## config.mk

```make
export PLATFORM = sky130hd
export DESIGN_NAME = mul_seq_ctrl
export DESIGN_NICKNAME = d
export VERILOG_FILES = /design/src/rtl/mdu_pkg.sv /design/src/rtl/mul_half.sv /design/src/rtl/mul_seq_ctrl.sv
export SDC_FILE = /design/constraint.sdc
export NUM_CORES = 2
export LEC_CHECK = 0
export CAP_MARGIN = 20
export CORE_AREA = 2 2 435 264
export CTS_BUF_LIST = sky130_fd_sc_hd__clkbuf_8
export DETAILED_ROUTE_END_ITERATION = 7
export DIE_AREA = 0 0 437 266
export GPL_TIMING_DRIVEN = 0
export HOLD_SLACK_MARGIN = 0.1
export PLACE_DENSITY_LB_ADDON = 0.12
export SLEW_MARGIN = 0
export SYNTH_ARGS = -nofsm -noshare
export SYNTH_HDL_FRONTEND = slang
export SYNTH_SLANG_ARGS = --single-unit
export TNS_END_PERCENT = 10
```

## constraint.sdc

```tcl
create_clock -name clk -period 33.8 [get_ports clk]
set_input_delay 3.38 -clock clk [delete_from_list [all_inputs] [get_ports clk]]
set_output_delay 3.38 -clock clk [all_outputs]
set_load 0.05 [all_outputs]
```

## src/rtl/mdu_pkg.sv

```systemverilog
// Shared MDU types: sequential-multiplier FSM states and the Funct3 encodings it accepts.
package mdu_pkg;

    typedef enum logic [1:0] {
        IDLE = 2'd0,
        MUL  = 2'd1,
        FIX  = 2'd2,
        DONE = 2'd3
    } mulseq_state_t;

    localparam logic [2:0] F3_MUL    = 3'b000;
    localparam logic [2:0] F3_MULH   = 3'b001;
    localparam logic [2:0] F3_MULHSU = 3'b010;
    localparam logic [2:0] F3_MULHU  = 3'b011;

endpackage

```

## src/rtl/mul_half.sv

```systemverilog
// Combinational H x H unsigned multiplier, full 2H-bit product; zero latency, no flow control.
module mul_half #(
    parameter int H = 32
) (
    input  logic [H-1:0]   a,
    input  logic [H-1:0]   b,
    output logic [2*H-1:0] p
);

    assign p = (2*H)'(a) * (2*H)'(b);

endmodule

```

## src/rtl/mul_seq_ctrl.sv

```systemverilog
// Four-step sequential RISC-V MUL/MULH/MULHSU/MULHU on one half-width multiplier.
// Done rises on the 6th edge after the start cycle; StartE is ignored while Busy, Done holds until AckM.
module mul_seq_ctrl
    import mdu_pkg::*;
#(
    parameter int XLEN = 64
) (
    input  logic            clk,
    input  logic            reset,
    input  logic            StartE,
    input  logic            FlushE,
    input  logic            AckM,
    input  logic [XLEN-1:0] SrcAE,
    input  logic [XLEN-1:0] SrcBE,
    input  logic [2:0]      Funct3E,
    output logic            Busy,
    output logic            Done,
    output logic [XLEN-1:0] Result
);

    localparam int H = XLEN / 2;

    generate
        if (XLEN % 2 != 0) begin : g_xlen_even
            $error("mul_seq_ctrl: XLEN must be even");
        end
    endgenerate

    mulseq_state_t     state;
    logic [1:0]        step;
    logic [XLEN-1:0]   a_mag;
    logic [XLEN-1:0]   b_mag;
    logic              neg;
    logic              sel_low;
    logic [2*XLEN-1:0] acc;

    logic              a_signed;
    logic              b_signed;
    logic              sign_a;
    logic              sign_b;
    logic [XLEN-1:0]   a_abs;
    logic [XLEN-1:0]   b_abs;
    logic              launch;

    logic [H-1:0]      a_half;
    logic [H-1:0]      b_half;
    logic [XLEN-1:0]   pp;
    logic [2*XLEN-1:0] pp_ext;
    logic [2*XLEN-1:0] pp_sh;
    logic [2*XLEN-1:0] acc_sum;
    logic [2*XLEN-1:0] acc_fix;

    assign a_signed = (Funct3E != F3_MULHU);
    assign b_signed = (Funct3E == F3_MUL) || (Funct3E == F3_MULH);
    assign sign_a   = a_signed & SrcAE[XLEN-1];
    assign sign_b   = b_signed & SrcBE[XLEN-1];
    // Two's-complement negate leaves the most negative value as its own magnitude, which is what we want unsigned.
    assign a_abs    = sign_a ? (~SrcAE + XLEN'(1)) : SrcAE;
    assign b_abs    = sign_b ? (~SrcBE + XLEN'(1)) : SrcBE;

    // Accept from IDLE, or straight out of DONE when the consumer acks in the same cycle.
    assign launch = ~FlushE & StartE & ~Funct3E[2]
                  & ((state == IDLE) | ((state == DONE) & AckM));

    // step[0] picks the A half, step[1] the B half: lo*lo, hi*lo, lo*hi, hi*hi.
    assign a_half = step[0] ? a_mag[XLEN-1:H] : a_mag[H-1:0];
    assign b_half = step[1] ? b_mag[XLEN-1:H] : b_mag[H-1:0];

    mul_half #(.H(H)) u_mul_half (
        .a (a_half),
        .b (b_half),
        .p (pp)
    );

    assign pp_ext = {{XLEN{1'b0}}, pp};

    always_comb begin
        pp_sh = pp_ext;
        case (step)
            2'd0:    pp_sh = pp_ext;
            2'd1,
            2'd2:    pp_sh = pp_ext << H;
            default: pp_sh = pp_ext << XLEN;
        endcase
    end

    assign acc_sum = acc + pp_sh;
    assign acc_fix = neg ? (~acc + (2*XLEN)'(1)) : acc;

    always_ff @(posedge clk or posedge reset) begin
        if (reset) begin
            state   <= IDLE;
            step    <= 2'd0;
            a_mag   <= '0;
            b_mag   <= '0;
            neg     <= 1'b0;
            sel_low <= 1'b0;
            acc     <= '0;
            Result  <= '0;
        end else if (FlushE) begin
            state <= IDLE;
        end else if (launch) begin
            state   <= MUL;
            step    <= 2'd0;
            a_mag   <= a_abs;
            b_mag   <= b_abs;
            neg     <= sign_a ^ sign_b;
            sel_low <= (Funct3E == F3_MUL);
            acc     <= '0;
        end else begin
            case (state)
                MUL: begin
                    acc  <= acc_sum;
                    step <= step + 2'd1;
                    if (step == 2'd3) begin
                        state <= FIX;
                    end
                end
                FIX: begin
                    acc    <= acc_fix;
                    Result <= sel_low ? acc_fix[XLEN-1:0] : acc_fix[2*XLEN-1:XLEN];
                    state  <= DONE;
                end
                DONE: begin
                    if (AckM) begin
                        state <= IDLE;
                    end
                end
                default: ;
            endcase
        end
    end

    assign Busy = (state == MUL) || (state == FIX);
    assign Done = (state == DONE);

endmodule

```

==> reports/results.ini <==
[synth]
synthesis.area_um2 = 61400
synth_edf_count = 0
yosysMostFrequentCell = nand2_1
yosys_warnings = 0
postSynthAreaPerCell_um2 = 8.12
yosys-top-cells-area = fa_1, dfrtp_1, ha_1
syn-num-nets = 8996
synthTopCellsByCount = nand2_1, inv_1, fa_1
synth_cells = 7562
ys_seq_elements = 326
yosysUniqueCellTypes = 82
ys_async_sr_fraction = 1.00
netlist.area_leader.share = 0.293
synth_ff_type = dfrtp_1
yosys.area.top_type = fa_1
seq_area_frac_synth = 0.133

[clocking]
cts_setup_buffers = 0
clk_latency_ns = 0.83
cts_buffer_depth = 3
cts_tree = done
path_clk_slew_ns = 0.07
cts_sinks = 326
cts_resized = 0
cts_inserted_buffers = 59
cts_root_buf = clkbuf_8
ctsHoldBuffers = 0
htreeDepth = 2

[routing]
vias = 64185
via_per_inst = 6.73
drt-pass1-iter-count = 8
drcViolationCount = 2
ant_nets = 0
wl_per_cell_um = 33.2
postRouteWirelength_mm = 316
drt-initial-drc-count = 11150

[critical_path]
slowest_delay_ns = 0.98
reg2reg_depth = 40
critPathMostFrequentCell = fa_1
cp.arrival_ns = 20.05
critical_path.max_fanout = 10
worst_path_max_delay_cell = mux2i_1
worstSetupStartpointType = register
crit_path_end_kind = register
required_ns = 34.43
worstSetupPathType = reg -> reg

[grt]
antenna_found_initial = 55
grt_pass1_vias = 58303
overflow = 0
grt_use_total = 0.535
grt_pass1_wl_mm = 436
grt_max_degree = 119

[floorplan]
io_pins = 202
fp.coreArea_um2 = 113000
die_x_um = 437
initial_core_util = 0.544
rows = 96
die_area_um2 = 116000
fp.dieH_um = 266

[sta]
clock.fmax_ghz = 0.0515
final_max_slew_viol_count = 0
worst_pin_slew_ns = 1.48
finalHoldViolCount = 0
setup_viol = 0
clock_skew_ns = 0.0716
rsz0062_at_grt = no
fin_crit_sh = 0.574
min_period_ns = 19.42
relSlewSlack = 0.0125
setup_tns_ns = 0

[worst_hold_path]
holdCritPathClass = reg -> reg
min_path_cells = 2

[layout]
fin_nets = 9349
syn_to_final_growth_pct = 10.5
drive_above_1_share = 0.0399

[outcome]
status = complete, but fails checks
violations = DRC

[job]
cap_violations = 0

[placement]
hpwl_mm = 268
port_buffers = 200
gp_congestion = 1.21

[flip-flops by register name, summed over array words and instances, names as in the netlist]
| register | flops |
|---|---|
| acc | 128 |
| a_mag | 64 |
| state | 2 |
| step | 2 |
| neg | 1 |
| sel_low | 1 |
| Result | 64 |
| b_mag | 64 |
[path summary, 6_finish.rpt]
kind / start / endpoint / slack [ns]
max reg2reg: step[0] / acc[121] / 14.38
min in group asynchronous: reset / Result[8] / 2.97
min: Result[27] / Result[27] / 0.47
min reg2reg: Result[27] / Result[27] / 0.47
max: step[0] / acc[121] / 14.38
max in group asynchronous: reset / a_mag[29] / 29.42
[through the flow]
step                      utilization  instances  setup WS, ns  area, um^2  hold slack (ns)
final                           0.600       9532         14.38       67800            0.473
after global routing            0.600       9509         14.71       67700            0.496
after CTS                       0.595       9434         15.87       67200            0.472
after detailed placement        0.583       9327         15.92       65900            0.458
after global placement          0.578       9281         15.96       65300            0.451
after floorplan                     -       7562         21.39       61400            0.444
[critical path, delay by kind of cell, from the launching register on]
kind / cells / cell delay (ns)
mux: 1 / 0.98
flops: 1 / 0.60
simple gates: 10 / 3.85
buf+inv: 8 / 3.61
compound gates: 9 / 4.43
fa+ha+maj: 10 / 4.87
xor+xnor: 2 / 0.82
[metal layers]
layer,up-vias,track usage,share of wire
met3,916,0.407,0.23
met2,6175,0.599,0.33
met1,31588,0.740,0.39
met5,-,0.0943,0.0051
li1,25460,-,-
met4,46,0.180,0.042
[cell usage in the layout (no fill, tap or decap), types with 28 or more instances in the layout]
cell type | Yosys | routed
nand2_1 | 1066 | 1066
inv_1 | 937 | 948
fa_1 | 897 | 897
nor2_1 | 888 | 887
o21ai_0 | 597 | 597
ha_1 | 401 | 401
clkbuf_1 | 398 | 396
a21oi_1 | 359 | 359
dfrtp_1 | 326 | 326
xnor2_1 | 226 | 226
clkdlybuf4s50_1 | 0 | 200
xor2_1 | 196 | 196
a21o_1 | 106 | 106
nand4_1 | 97 | 97
nor3_1 | 91 | 90
clkbuf_8 | 0 | 75
mux2i_1 | 83 | 74
o31ai_1 | 67 | 67
mux2_2 | 64 | 64
and2_1 | 55 | 55
buf_4 | 0 | 53
diode_2 | 0 | 52
o21bai_1 | 52 | 52
nand3_1 | 50 | 50
a22o_1 | 43 | 43
o41ai_1 | 40 | 40
nor4_1 | 39 | 38
nand2b_1 | 37 | 37
a31oi_1 | 34 | 34
a22oi_1 | 33 | 33
or4_1 | 28 | 28
buf_1 | 28 | 28
[kinds of logic (layout without fill, tap and decap cells)]
logic type                 count (synthesis)  after routing  synth area share
other                                      0             52                 0
buffers and inverters                   1365           1764            0.0835
muxes                                    147            147            0.0253
DFF                                      326            326             0.133
adders and majority gates               1298           1298             0.374
xor gates and xnor gates                 423            423            0.0606
and+or+nand+nor                         2478           2478             0.172
AOI/OAI and AO/OA                       1525           1525             0.151
[area by class of cell]
cell class,instances,area [um^2]
clock inverters,34,328
plain buffers,427,1610
inverters,938,3530
flip-flops and latches,326,8160
fillers,10157,45100
multi-input cells,5871,48100
well taps,1519,1900
clock buffers,73,1000
diodes,52,130
repair buffers,292,2990
Power is left out: the tool's default activity adds up to more than one toggle a clock period on the data nets, which glitch-free logic cannot reach.
